## src/rtl/axilite_regbank_pkg.sv

```systemverilog
// Shared constants for the AXI-lite register bank: register modes, response codes,
// the unmapped-read pattern and the write/read FSM state encodings.
package axilite_regbank_pkg;

    localparam logic [1:0] MODE_RW    = 2'd0;
    localparam logic [1:0] MODE_RO    = 2'd1;
    localparam logic [1:0] MODE_W1C   = 2'd2;
    localparam logic [1:0] MODE_PULSE = 2'd3;

    localparam logic [1:0] RESP_OKAY   = 2'b00;
    localparam logic [1:0] RESP_SLVERR = 2'b10;

    localparam logic [11:0] UNMAPPED_RDATA = 12'hBAD;

    typedef enum logic {
        W_IDLE = 1'b0,
        W_RESP = 1'b1
    } wstate_e;

    typedef enum logic {
        R_IDLE = 1'b0,
        R_DATA = 1'b1
    } rstate_e;

endpackage

```

## src/rtl/axilite_regbank_cell.sv

```systemverilog
// One register with its access mode (RW, RO, W1C, PULSE); write lands on the edge we_i is high.
// No backpressure: the bank decides when we_i fires.
module axilite_regbank_cell
    import axilite_regbank_pkg::*;
#(
    parameter int         DATA_W = 32,
    parameter logic [1:0] MODE   = MODE_RW
) (
    input  logic                clk_i,
    input  logic                rst_i,
    input  logic                we_i,
    input  logic [DATA_W-1:0]   wdata_i,
    input  logic [DATA_W/8-1:0] wstrb_i,
    input  logic [DATA_W-1:0]   hw_i,
    output logic [DATA_W-1:0]   q_o
);

    logic [DATA_W-1:0] q_q;
    logic [DATA_W-1:0] q_d;
    logic [DATA_W-1:0] mask;
    logic [DATA_W-1:0] wbits;

    always_comb begin
        for (int b = 0; b < DATA_W/8; b++) begin
            mask[b*8 +: 8] = {8{wstrb_i[b]}};
        end
    end

    assign wbits = wdata_i & mask;

    // W1C: the hardware set is OR-ed in last so it beats a same-cycle clear.
    always_comb begin
        q_d = q_q;
        case (MODE)
            MODE_RW:  if (we_i) q_d = (q_q & ~mask) | wbits;
            MODE_RO:  q_d = hw_i;
            MODE_W1C: q_d = (q_q & ~(we_i ? wbits : '0)) | hw_i;
            default:  q_d = we_i ? wbits : '0;
        endcase
    end

    always_ff @(posedge clk_i or posedge rst_i) begin
        if (rst_i) begin
            q_q <= '0;
        end else begin
            q_q <= q_d;
        end
    end

    assign q_o = q_q;

endmodule

```

## src/rtl/axilite_regbank.sv

```systemverilog
// AXI-lite register bank; write commits one edge after AW and W are both held, read data one edge after AR.
// B/R outputs hold until ready; AXILITE_REGBANK_SLVERR_EN makes unmapped accesses answer SLVERR.
module axilite_regbank
    import axilite_regbank_pkg::*;
#(
    parameter int                    ADDR_W    = 32,
    parameter int                    DATA_W    = 32,
    parameter int                    NUM_REGS  = 8,
    parameter logic [ADDR_W-1:0]     BASE_ADDR = 'h10000000,
    parameter logic [2*NUM_REGS-1:0] REG_MODE  = '0
) (
    input  logic                         aclk,
    input  logic                         areset,
    input  logic [ADDR_W-1:0]            s_axi_awaddr,
    input  logic                         s_axi_awvalid,
    output logic                         s_axi_awready,
    input  logic [DATA_W-1:0]            s_axi_wdata,
    input  logic [DATA_W/8-1:0]          s_axi_wstrb,
    input  logic                         s_axi_wvalid,
    output logic                         s_axi_wready,
    output logic [1:0]                   s_axi_bresp,
    output logic                         s_axi_bvalid,
    input  logic                         s_axi_bready,
    input  logic [ADDR_W-1:0]            s_axi_araddr,
    input  logic                         s_axi_arvalid,
    output logic                         s_axi_arready,
    output logic [DATA_W-1:0]            s_axi_rdata,
    output logic [1:0]                   s_axi_rresp,
    output logic                         s_axi_rvalid,
    input  logic                         s_axi_rready,
    output logic [NUM_REGS*DATA_W-1:0]   reg_out,
    input  logic [NUM_REGS*DATA_W-1:0]   hw_in,
    output logic [NUM_REGS-1:0]          wr_pulse
);

    localparam int SHIFT = $clog2(DATA_W/8);
    localparam int IDX_W = (NUM_REGS > 1) ? $clog2(NUM_REGS) : 1;

`ifdef AXILITE_REGBANK_SLVERR_EN
    localparam logic [1:0]        UNMAPPED_RESP = RESP_SLVERR;
    localparam logic [DATA_W-1:0] UNMAPPED_DATA = '0;
`else
    localparam logic [1:0]        UNMAPPED_RESP = RESP_OKAY;
    localparam logic [DATA_W-1:0] UNMAPPED_DATA = DATA_W'(UNMAPPED_RDATA);
`endif

    function automatic logic decode_hit(input logic [ADDR_W-1:0] addr);
        logic [ADDR_W-1:0] off;
        off = addr - BASE_ADDR;
        return (addr >= BASE_ADDR) && ((off >> SHIFT) < ADDR_W'(NUM_REGS));
    endfunction

    function automatic logic [IDX_W-1:0] decode_idx(input logic [ADDR_W-1:0] addr);
        return IDX_W'((addr - BASE_ADDR) >> SHIFT);
    endfunction

    wstate_e               wstate_q, wstate_d;
    rstate_e               rstate_q, rstate_d;
    logic                  rdy_en_q;
    logic                  aw_held_q, w_held_q;
    logic [ADDR_W-1:0]     awaddr_q;
    logic [DATA_W-1:0]     wdata_q;
    logic [DATA_W/8-1:0]   wstrb_q;
    logic [1:0]            bresp_q, rresp_q;
    logic [DATA_W-1:0]     rdata_q;
    logic [NUM_REGS-1:0]   wr_pulse_q;
    logic                  wr_commit;
    logic                  wr_hit, rd_hit;
    logic [IDX_W-1:0]      wr_idx, rd_idx;
    logic [NUM_REGS-1:0]   wr_we;
    logic [DATA_W-1:0]     rd_val;
    logic [NUM_REGS*DATA_W-1:0] regs;

    assign wr_hit = decode_hit(awaddr_q);
    assign wr_idx = decode_idx(awaddr_q);
    assign rd_hit = decode_hit(s_axi_araddr);
    assign rd_idx = decode_idx(s_axi_araddr);

    // rdy_en_q keeps every ready low through reset and raises them on the first edge after.
    always_comb begin
        wstate_d      = wstate_q;
        wr_commit     = 1'b0;
        s_axi_awready = 1'b0;
        s_axi_wready  = 1'b0;
        case (wstate_q)
            W_IDLE: begin
                s_axi_awready = rdy_en_q && !aw_held_q;
                s_axi_wready  = rdy_en_q && !w_held_q;
                if (aw_held_q && w_held_q) begin
                    wr_commit = 1'b1;
                    wstate_d  = W_RESP;
                end
            end
            W_RESP: if (s_axi_bready) wstate_d = W_IDLE;
        endcase
    end

    always_comb begin
        rstate_d      = rstate_q;
        s_axi_arready = 1'b0;
        case (rstate_q)
            R_IDLE: begin
                s_axi_arready = rdy_en_q;
                if (s_axi_arvalid && rdy_en_q) rstate_d = R_DATA;
            end
            R_DATA: if (s_axi_rready) rstate_d = R_IDLE;
        endcase
    end

    always_comb begin
        for (int i = 0; i < NUM_REGS; i++) begin
            wr_we[i] = wr_commit && wr_hit && (wr_idx == IDX_W'(i));
        end
    end

    always_comb begin
        rd_val = '0;
        for (int i = 0; i < NUM_REGS; i++) begin
            if (rd_idx == IDX_W'(i)) rd_val = regs[i*DATA_W +: DATA_W];
        end
    end

    always_ff @(posedge aclk or posedge areset) begin
        if (areset) begin
            wstate_q   <= W_IDLE;
            rstate_q   <= R_IDLE;
            rdy_en_q   <= 1'b0;
            aw_held_q  <= 1'b0;
            w_held_q   <= 1'b0;
            awaddr_q   <= '0;
            wdata_q    <= '0;
            wstrb_q    <= '0;
            bresp_q    <= RESP_OKAY;
            rresp_q    <= RESP_OKAY;
            rdata_q    <= '0;
            wr_pulse_q <= '0;
        end else begin
            wstate_q   <= wstate_d;
            rstate_q   <= rstate_d;
            rdy_en_q   <= 1'b1;
            wr_pulse_q <= wr_we;
            if (s_axi_awvalid && s_axi_awready) begin
                aw_held_q <= 1'b1;
                awaddr_q  <= s_axi_awaddr;
            end
            if (s_axi_wvalid && s_axi_wready) begin
                w_held_q <= 1'b1;
                wdata_q  <= s_axi_wdata;
                wstrb_q  <= s_axi_wstrb;
            end
            if (wr_commit) begin
                aw_held_q <= 1'b0;
                w_held_q  <= 1'b0;
                bresp_q   <= wr_hit ? RESP_OKAY : UNMAPPED_RESP;
            end
            if (s_axi_arvalid && s_axi_arready) begin
                rdata_q <= rd_hit ? rd_val : UNMAPPED_DATA;
                rresp_q <= rd_hit ? RESP_OKAY : UNMAPPED_RESP;
            end
        end
    end

    for (genvar g = 0; g < NUM_REGS; g++) begin : g_cell
        axilite_regbank_cell #(
            .DATA_W (DATA_W),
            .MODE   (REG_MODE[2*g +: 2])
        ) u_cell (
            .clk_i   (aclk),
            .rst_i   (areset),
            .we_i    (wr_we[g]),
            .wdata_i (wdata_q),
            .wstrb_i (wstrb_q),
            .hw_i    (hw_in[g*DATA_W +: DATA_W]),
            .q_o     (regs[g*DATA_W +: DATA_W])
        );
    end

    assign reg_out      = regs;
    assign wr_pulse     = wr_pulse_q;
    assign s_axi_bvalid = (wstate_q == W_RESP);
    assign s_axi_bresp  = bresp_q;
    assign s_axi_rvalid = (rstate_q == R_DATA);
    assign s_axi_rdata  = rdata_q;
    assign s_axi_rresp  = rresp_q;

endmodule

```

## config.mk

```make
export PLATFORM = sky130hd
export DESIGN_NAME = axilite_regbank
export DESIGN_NICKNAME = d
export VERILOG_FILES = /design/src/rtl/axilite_regbank_pkg.sv /design/src/rtl/axilite_regbank_cell.sv /design/src/rtl/axilite_regbank.sv
export SDC_FILE = /design/constraint.sdc
export NUM_CORES = 1
export LEC_CHECK = 0
export ABC_CLOCK_PERIOD_IN_PS = 37700
export CORE_AREA = 2 2 256 258
export CTS_BUF_LIST = sky130_fd_sc_hd__clkbuf_16
export CTS_CLUSTER_SIZE = 20
export DETAILED_ROUTE_END_ITERATION = 10
export DIE_AREA = 0 0 258 260
export GPL_ROUTABILITY_DRIVEN = 0
export PLACE_DENSITY = 0.51
export RECOVER_POWER = 25
export SYNTH_ARGS = -nofsm -noshare
export SYNTH_HDL_FRONTEND = slang
export SYNTH_SLANG_ARGS = --single-unit
```

## constraint.sdc

```tcl
create_clock -name aclk -period 37.7 [get_ports aclk]
set_input_delay 9.425 -clock aclk [delete_from_list [all_inputs] [get_ports aclk]]
set_output_delay 9.425 -clock aclk [all_outputs]
set_load 0.02 [all_outputs]
```

==> results.ini <==
[yosys]
async_flop_share = 1.00
synth-main-ff-cell = dfrtp_1
yosysTopAreaCellShare = 0.544
yosysWarnings = 0
synth_edf_count = 0
syn_area_per_cell_um2 = 14.0
synth.distinct_cells = 43
synth_largest_area_cell = dfrtp_1
synthTopCellsByArea = dfrtp_1, mux2_2, mux2i_1, nor4_4, a2bb2oi_1
syn-cell-area_mm2 = 0.0169
ys_seq_area_frac = 0.544
ys_ff_latch = 367
syn-instance-count = 1209

[layout]
finalNetCount = 1970
drive_gt1_frac = 0.245
syn_to_final_growth_pct = 34.1
finalCoreUtilization = 0.353

[global_route]
grt_max_degree = 167
track_usage = 0.185
grt-ovfl-total = 0
antenna_found_initial = 13
grt_pass1_vias = 12700
grt_pass1_wl_um = 91100

[clocking]
root_buffer = clkbuf_16
insertion_delay_ns = 0.56
path_clk_slew_ns = 0.06
cts.hold.buffers_added = 0
postCtsSetupRepairBufs = 0
cts_made_buffers = 44
cts_resized = 0
cts_max_path_buffers = 3
h-tree-depth = 2
cts_tree = built
cts.sinks = 367

[timing]
hold_viol = 0
fmax_mhz = 84.8
finalClockSkew_ns = 0.0162
rsz0062_at_grt = no
setup_viol = 0
maxSlewViolCount = 326
maxSlewHeadroom = -1.01
fin_tns_setup_ns = 0
post-route-min-period_ns = 11.80
tightest_slew_ns = 2.99
fin_crit_sh = 0.313
whs_ns = 0.476

[setup_path]
slowest_delay_ns = 0.73
required_ns = 38.13
crit_type = primary input to register
crit_arrival_ns = 12.23
critPathMaxFanout = 68
worstPathCellList = buf_6, buf_4, nand2_2, a2bb2oi_1, nor2_1, o31ai_1
slowest_stage = buf_4
worst_setup_path_end_kind = register
cp-start-kind = primary input

[run_status]
failed_checks = capacitance limit, slew limit
outcome = complete, but fails checks

[route]
drtAntennaViolNets = 0
drt_iter0_drc = 490
wl_um = 62900
drc = 0
vias = 12000
wl_per_cell_um = 25.2
drt-pass1-iter-count = 5
avgViaCountPerCell = 4.80

[floorplanning]
ios = 668
start_util = 0.263
dieArea_mm2 = 0.0671
num_rows = 93
core-area_mm2 = 0.0641
die_w_um = 258
fp.dieH_um = 260

[power_and_ir_drop]
leakage_nw = 9.91
power.density_mw_per_mm2 = 44.8
vdd_drop_max_v = 0.0000441

[min_path]
hp-class = register to register

[flow_run]
max_cap_viol_count = 33

[place]
dp_hpwl_um = 43400
io_buffers = 403

==> power by group <==
group | leakage (nW) | internal, mW | switching [mW]
Combinational | 4.30 | 0.0603 | 0.0682
Sequential | 4.94 | 0.432 | 0.0658
Clock | 0.674 | 0.221 | 0.168
==> metrics by stage <==
step | std cells | area, µm² | total power, mW | setup slack, ns
floorplan | 1212 | 16900 | 0.578 | 18.09
global placement | 2416 | 21800 | 0.650 | 25.37
detailed placement | 2416 | 21800 | 0.655 | 25.37
CTS | 2494 | 23100 | 1.05 | 25.98
global route | 2494 | 22600 | 1.07 | 25.85
finish | 2498 | 22700 | 1.02 | 25.90
==> cell usage in the layout (no fill, tap or decap), types with 3 or more instances in the layout <==
master	instances
and2_1	3
clkinv_1	11
nor2b_1	5
nand2b_1	6
nor2_1	36
nor3_1	23
or3_1	5
o2bb2ai_1	22
nor4_1	43
a2bb2oi_1	43
a211oi_1	21
mux2_2	297
o31ai_1	23
clkbuf_16	45
nand2_1	46
a22oi_1	9
buf_4	17
clkinv_2	6
mux2_4	16
conb_1	5
clkinvlp_4	3
clkdlybuf4s50_1	400
a21oi_1	23
and2_0	4
mux2i_1	89
mux4_2	3
diode_2	4
a31oi_1	8
dfrtp_1	367
mux2_1	12
inv_1	17
==> cell families (layout without fill, tap and decap cells) <==
family | Yosys count | in the layout | synth area share
muxes | 417 | 417 | 0.277
AOI/OAI and AO/OA | 158 | 158 | 0.0711
buffers and inverters | 78 | 505 | 0.0209
other | 2 | 9 | 0.000445
DFF | 367 | 367 | 0.544
and+or+nand+nor | 187 | 187 | 0.0870
==> layer usage <==
layer	routed length (µm)	track usage	part of all wire	vias up
met3	6660	0.0835	0.11	81
met4	1120	0.0409	0.018	8
met5	54	0	0.00086	-
li1	-	-	-	5329
met1	28000	0.242	0.45	6113
met2	27100	0.282	0.43	448
==> layout make-up <==
cell class	instances	area (µm²)
antenna	4	10.0
sequential	367	9180
inverter	7	33.8
multi-input combinational	767	6900
tap	855	1070
fill	6238	41500
clock buffer	45	1130
timing repair buffer	420	4170
clock inverter	33	169
==> cells in the mapped netlist (2+ instances only) <==
| cell | count |
|---|---|
| a211oi_1 | 21 |
| a21o_1 | 2 |
| a21oi_1 | 23 |
| a221oi_1 | 2 |
| a22oi_1 | 9 |
| a2bb2oi_1 | 43 |
| a31oi_1 | 8 |
| and2_1 | 8 |
| buf_1 | 13 |
| buf_2 | 5 |
| buf_4 | 6 |
| buf_6 | 2 |
| clkbuf_1 | 44 |
| conb_1 | 2 |
| dfrtp_1 | 367 |
| inv_1 | 7 |
| mux2_1 | 2 |
| mux2_2 | 307 |
| mux2_4 | 16 |
| mux2i_1 | 89 |
| mux4_2 | 3 |
| nand2_1 | 48 |
| nand2b_1 | 6 |
| nand4_1 | 2 |
| nor2_1 | 36 |
| nor2b_1 | 5 |
| nor3_1 | 23 |
| nor4_1 | 12 |
| nor4_4 | 34 |
| o22ai_1 | 2 |
| o2bb2ai_1 | 22 |
| o31ai_1 | 23 |
| or2_2 | 2 |
| or3_1 | 5 |
| or4_1 | 2 |
==> critical path, delay by kind of cell <==
family	cells	cell delay [ns]
buffers and inverters	2	1.30
and+or+nand+nor	2	0.86
AOI/OAI and AO/OA	2	0.41
==> final timing paths <==
check	end	depth (start not counted)	startpoint	slack [ns]
worst max-delay path	s_axi_rdata[12]	6	s_axi_araddr[4]	25.90
worst min-delay path	s_axi_rdata[24]	2	s_axi_rdata[24]	0.48
worst max register to register	register	5	awaddr_q[23]	32.75
worst min register to register	s_axi_rdata[24]	2	s_axi_rdata[24]	0.48
max in group asynchronous	async pin	3	areset	26.53
min in group asynchronous	awaddr_q[13]	2	areset	9.41
(Power assumes the default switching activity.)
